**config.mk**
```make
export PLATFORM = sky130hd
export DESIGN_NAME = image_stream_ctrl
export DESIGN_NICKNAME = d
export VERILOG_FILES = /design/src/rtl/image_stream_ctrl.sv
export SDC_FILE = /design/constraint.sdc
export NUM_CORES = 1
export LEC_CHECK = 0
export CORE_MARGIN = 5
export CORE_UTILIZATION = 55
export CTS_CLUSTER_DIAMETER = 60
export DETAILED_ROUTE_END_ITERATION = 8
export GPL_ROUTABILITY_DRIVEN = 0
export HOLD_SLACK_MARGIN = 0.12
export PLACE_DENSITY = 0.94
export SLEW_MARGIN = 20
export SYNTH_ARGS = -nofsm -noshare
export SYNTH_HDL_FRONTEND = slang
export SYNTH_SLANG_ARGS = --single-unit
export TNS_END_PERCENT = 10
```
**constraint.sdc**
```tcl
create_clock -name clk -period 5.5 [get_ports clk]
set_input_delay 0.825 -clock clk [delete_from_list [all_inputs] [get_ports clk]]
set_output_delay 0.825 -clock clk [all_outputs]
set_load 0.01 [all_outputs]
```
**src/rtl/image_stream_ctrl.sv**
```systemverilog
// Frame sequencer for the pixel-source datapath.
// On an accepted start it reads one stored image set out of the pixel memory,
// one address per cycle, and streams the pixels out over valid/ready with
// first/last markers. The memory has a fixed 1-cycle read latency. Returns land
// in a 2-entry fall-through FIFO, so a return can leave in the same cycle it
// arrives. Reads are throttled so that queued plus in-flight pixels never
// exceed two.
//
// Stream handshake: a beat transfers in any cycle where out_valid && out_ready.
// While out_valid is high and out_ready is low, out_data, out_first and
// out_last hold stable. out_valid never drops until the beat transfers, except
// on abort or reset.
module image_stream_ctrl #(
  parameter int PIXELS   = 784,
  parameter int ADDR_W   = 10,
  parameter int NUM_SETS = 2,
  parameter int SEL_W    = 1
) (
  input  logic              clk,
  input  logic              rst,
  input  logic              start,
  input  logic [SEL_W-1:0]  set_sel,
  input  logic              abort,
  output logic              mem_rd_en,
  output logic [ADDR_W-1:0] mem_addr,
  output logic [SEL_W-1:0]  mem_sel,
  input  logic [7:0]        mem_rd_data,
  output logic [7:0]        out_data,
  output logic              out_valid,
  input  logic              out_ready,
  output logic              out_first,
  output logic              out_last,
  output logic              busy,
  output logic              frame_done,
  output logic              sel_err,
  output logic [15:0]       frame_cnt,
  output logic [1:0]        state_dbg
);

  typedef enum logic [1:0] {
    S_IDLE   = 2'd0,
    S_STREAM = 2'd1,
    S_DRAIN  = 2'd2,
    S_DONE   = 2'd3
  } state_t;

  localparam logic [ADDR_W-1:0] LAST_IDX = ADDR_W'(PIXELS - 1);

  state_t            state, state_nxt;
  logic [ADDR_W-1:0] issue_cnt;
  logic [ADDR_W-1:0] beat_cnt;
  logic              inflight;
  logic [7:0]        fifo_mem [2];
  logic              wr_ptr, rd_ptr;
  logic [1:0]        fifo_count;

  logic              sel_valid, start_ok, start_bad, abort_hit;
  logic              pop, push_st, pop_st;
  logic [2:0]        occ_after_pop;

  // Start qualification and abort gating (abort only matters outside IDLE).
  always_comb begin
    sel_valid = int'(set_sel) < NUM_SETS;
    start_ok  = (state == S_IDLE) && start && sel_valid;
    start_bad = (state == S_IDLE) && start && !sel_valid;
    abort_hit = abort && (state != S_IDLE);
  end

  // Output head: stored FIFO entry first, otherwise the return arriving this cycle.
  always_comb begin
    out_valid = (fifo_count != 2'd0) || inflight;
    out_data  = 8'd0;
    if (fifo_count != 2'd0) begin
      out_data = fifo_mem[rd_ptr];
    end else if (inflight) begin
      out_data = mem_rd_data;
    end
    pop           = out_valid && out_ready;
    push_st       = inflight && !((fifo_count == 2'd0) && pop);
    pop_st        = pop && (fifo_count != 2'd0);
    occ_after_pop = {1'b0, fifo_count} + {2'b00, inflight} - {2'b00, pop};
    out_first     = out_valid && (beat_cnt == '0);
    out_last      = out_valid && (beat_cnt == LAST_IDX);
  end

  // Next-state and read-issue decision; abort overrides everything.
  always_comb begin
    state_nxt = state;
    mem_rd_en = 1'b0;
    case (state)
      S_IDLE: begin
        if (start_ok) state_nxt = S_STREAM;
      end
      S_STREAM: begin
        mem_rd_en = occ_after_pop < 3'd2;
        if (mem_rd_en && (issue_cnt == LAST_IDX)) state_nxt = S_DRAIN;
      end
      S_DRAIN: begin
        if ((fifo_count == 2'd0) && !inflight) state_nxt = S_DONE;
      end
      S_DONE: begin
        state_nxt = S_IDLE;
      end
      default: state_nxt = S_IDLE;
    endcase
    if (abort_hit) begin
      state_nxt = S_IDLE;
      mem_rd_en = 1'b0;
    end
  end

  assign busy       = (state != S_IDLE);
  assign frame_done = (state == S_DONE) && !abort;
  assign mem_addr   = issue_cnt;
  assign state_dbg  = state;

  // State register.
  always_ff @(posedge clk) begin
    if (rst) state <= S_IDLE;
    else     state <= state_nxt;
  end

  // Issue counter and latched image set; the address holds at the last pixel.
  always_ff @(posedge clk) begin
    if (rst) begin
      issue_cnt <= '0;
      mem_sel   <= '0;
    end else if (start_ok) begin
      issue_cnt <= '0;
      mem_sel   <= set_sel;
    end else if (mem_rd_en && (issue_cnt != LAST_IDX)) begin
      issue_cnt <= issue_cnt + ADDR_W'(1);
    end
  end

  // A read issued this cycle returns next cycle; abort suppresses the issue.
  always_ff @(posedge clk) begin
    if (rst) inflight <= 1'b0;
    else     inflight <= mem_rd_en;
  end

  // FIFO pointers and occupancy; flushed on abort.
  always_ff @(posedge clk) begin
    if (rst || abort_hit) begin
      wr_ptr     <= 1'b0;
      rd_ptr     <= 1'b0;
      fifo_count <= 2'd0;
    end else begin
      if (push_st) wr_ptr <= ~wr_ptr;
      if (pop_st)  rd_ptr <= ~rd_ptr;
      fifo_count <= fifo_count + {1'b0, push_st} - {1'b0, pop_st};
    end
  end

  // FIFO storage; entries are only read while counted, so no reset needed.
  always_ff @(posedge clk) begin
    if (push_st) fifo_mem[wr_ptr] <= mem_rd_data;
  end

  // Output beat counter driving the first/last markers.
  always_ff @(posedge clk) begin
    if (rst)           beat_cnt <= '0;
    else if (start_ok) beat_cnt <= '0;
    else if (pop)      beat_cnt <= beat_cnt + ADDR_W'(1);
  end

  // Completed-frame counter (wraps naturally) and rejected-start pulse.
  always_ff @(posedge clk) begin
    if (rst) begin
      frame_cnt <= 16'd0;
      sel_err   <= 1'b0;
    end else begin
      if (frame_done) frame_cnt <= frame_cnt + 16'd1;
      sel_err <= start_bad;
    end
  end

endmodule
```
==> results.txt <==
Reg2Reg Capture Point - mem_addr[9]
CTS Buf Count - 9
Gate Count Post-Synth - 307
pin count of the biggest net entering global routing - 23
vias - 2417
crit path DAT - 3.65 ns
row count - 26
pwr dens - 349.4 nW/um2
layout cells sized above 1 - 3.552%
CTS tree - built
Synth cell types - 40
VDD IR max - 218.4 uV
# Post-CTS Setup Buffers - 0
die area - 6823 um2
drc violations - 0
Mapped Area - 2899 um2
fmax - 223.4 MHz
commonest non-fill, non-tap cell in the layout - clkdlybuf4s50_1
RSZ-0062 raised after global routing - false
Worst Tran Pin Value - 1.074 ns
synthesis-stage register bit count - 61
Iter 0 DRT Violations - 152
max_slew headroom - 27.51%
vias in the first global route - 2350
Total GRT Usage - 20.66%
Layout Nets - 386
Seq/Total Area, Yosys - 47.65%
hold_buf cts - 0
final hold slack - 0.4933 ns
final setup violation count - 0
CTS max path bufs - 2
chip width - 82.60 um
vias per cell - 5.544
clock root buffer - clkbuf_8
port buffer count - 56
worst hold path class - register to register
post-CTS sizing - 0
Reg clk slew, reported paths - 0.06 ns
worst r2r src - inflight
area grow syn2layout - 25.51%
H-tree levels - 3
initial antenna violation count - 0
DRT Pass-1 Iters - 4
Vert. Die Dim - 82.60 um
CP max FO - 10
global-route wire length before repair - 10670 um
final hold violation count - 0
Core Region - 5107 um2
ys flop type - dfxtp_1
HPWL after DPL - 4641 um
status - finished clean
Post-synth EDFFs - 16
worst r2r path cells - 7
Fin Clk Skew - 0.005436 ns
CP endpoint kind - primary output
final period utilization - 81.39%
Routed Antenna Nets - 0
WL final - 6352 um
setup TNS - 0 ns
Yosys warnings - 0
clk_lat worst skew - 0.34 ns
# diodes - 0
ys async rst share - 0%
Final Util - 71.24%
min cycle time layout - 4.477 ns
total gr overflow - 0
Clock Sinks - 61
Startpoint Class - input port
Critical Path Start - out_ready
most frequent cells in the layout - clkdlybuf4s50_1 (56), dfxtp_1 (45), nor2_1 (32)
worst setup path end - mem_rd_en
Leak Pwr - 0.001286 uW
I/O pins - 58
Starting Density - 56.76%
CP required - 4.68 ns
worst reg2reg setup slack - 2.19 ns
max-cap viol count - 0
Crit Path Category - input port to primary output
per-cell routed wire length - 14.57 um
Slew Limit Fails - 0
Syn Nets - 332
syn_area_per_cell - 9.443 um2
## cell usage after synthesis (all sizes together), types with 4 or more instances
master / count / area share (%)
dfxtp: 45 / 31
nor2: 32 / 4.1
nand2: 24 / 3.1
nand3: 20 / 3.5
edfxtp: 16 / 17
o21ai: 16 / 2.8
xor2: 15 / 4.5
inv: 14 / 1.8
mux2i: 13 / 4.5
a21oi: 12 / 2.1
clkbuf: 10 / 1.3
ha: 10 / 4.3
xnor2: 10 / 3.0
nand4: 9 / 1.9
or3: 8 / 1.7
nor3: 6 / 1.0
nor4: 5 / 1.1
o311ai: 4 / 1.2
o31ai: 4 / 1.0
or4: 4 / 1.0
## metal layers
metal,part of all wire [%],vias to the layer above,global-route usage [%]
li1,-,1210,-
met1,43,1117,23.79
met2,48,76,34.54
met3,6.9,14,6.941
met4,2.1,0,9.641
met5,0,-,0
## where the power goes
part / total, uW / internal, uW / switching, uW / leakage, uW
Sequential: 540 / 495 / 44.4 / 0.000507
Clock: 321 / 161 / 160 / 0.0000788
Combinational: 411 / 194 / 216 / 0.000700
## worst max-delay path, cell delays in order
cell and delay (ns):
clkdlybuf4s50_1 0.53, o31ai_1 0.28, nor2_1 0.14, fa_1 0.43, xor2_1 0.17, or3_1 0.52
inv_1 0.19, clkdlybuf4s50_1 0.56
## area by class of cell
type / instances / area, um2
multi-input cells: 219 / 1404
repair buffers: 56 / 560.5
clock buffers: 13 / 138.9
inverters: 14 / 52.55
flip-flops and latches: 61 / 1381
fillers: 407 / 1469
well taps: 70 / 87.58
clock inverters: 3 / 13.76
## how the worst min path moves through the flow
| stage | from | to | slack, ns | cells after the start |
|---|---|---|---|---|
| finish | mem_addr[7] | mem_addr[7] | 0.49 | 2 |
| global route | frame_cnt[15] | frame_cnt[15] | 0.53 | 2 |
| CTS | mem_sel | mem_sel | 0.49 | 2 |
| detailed placement | mem_sel | mem_sel | 0.48 | 2 |
| global placement | frame_cnt[15] | frame_cnt[15] | 0.47 | 2 |
| floorplan | beat_cnt[4] | beat_cnt[4] | 0.47 | 2 |
## kinds of logic (layout without fill, tap and decap cells)
group           count (synthesis)  after routing  synth area share (%)
compound gates                 46             46                 9.971
xor+xnor                       25             25                 7.553
fa+ha+maj                      11             11                 5.007
buf+inv                        27             86                 3.928
flops                          61             61                 47.65
mux                            13             13                 4.488
other cells                     1              1                0.1294
simple gates                  123            123                 21.28
## registers in the layout, indices dropped and copies added (netlist names), 2 cells and up, named ones only
register	cells
fifo_count	2
state_dbg	2
frame_cnt	16
beat_cnt	10
mem_addr	10
fifo_mem	16
## through the flow
stage                     area [um2]  std cells  setup slack [ns]  total power (uW)
final                           3638        436             1.023              1271
after global routing            3638        436            0.8923              1350
after CTS                       3638        436             1.035              1281
after detailed placement        3486        420             1.041             959.3
after global placement          3486        420             1.141             939.6
after floorplan                 2899        307             2.268             791.2
No activity file was read; power rests on OpenSTA's default activity.
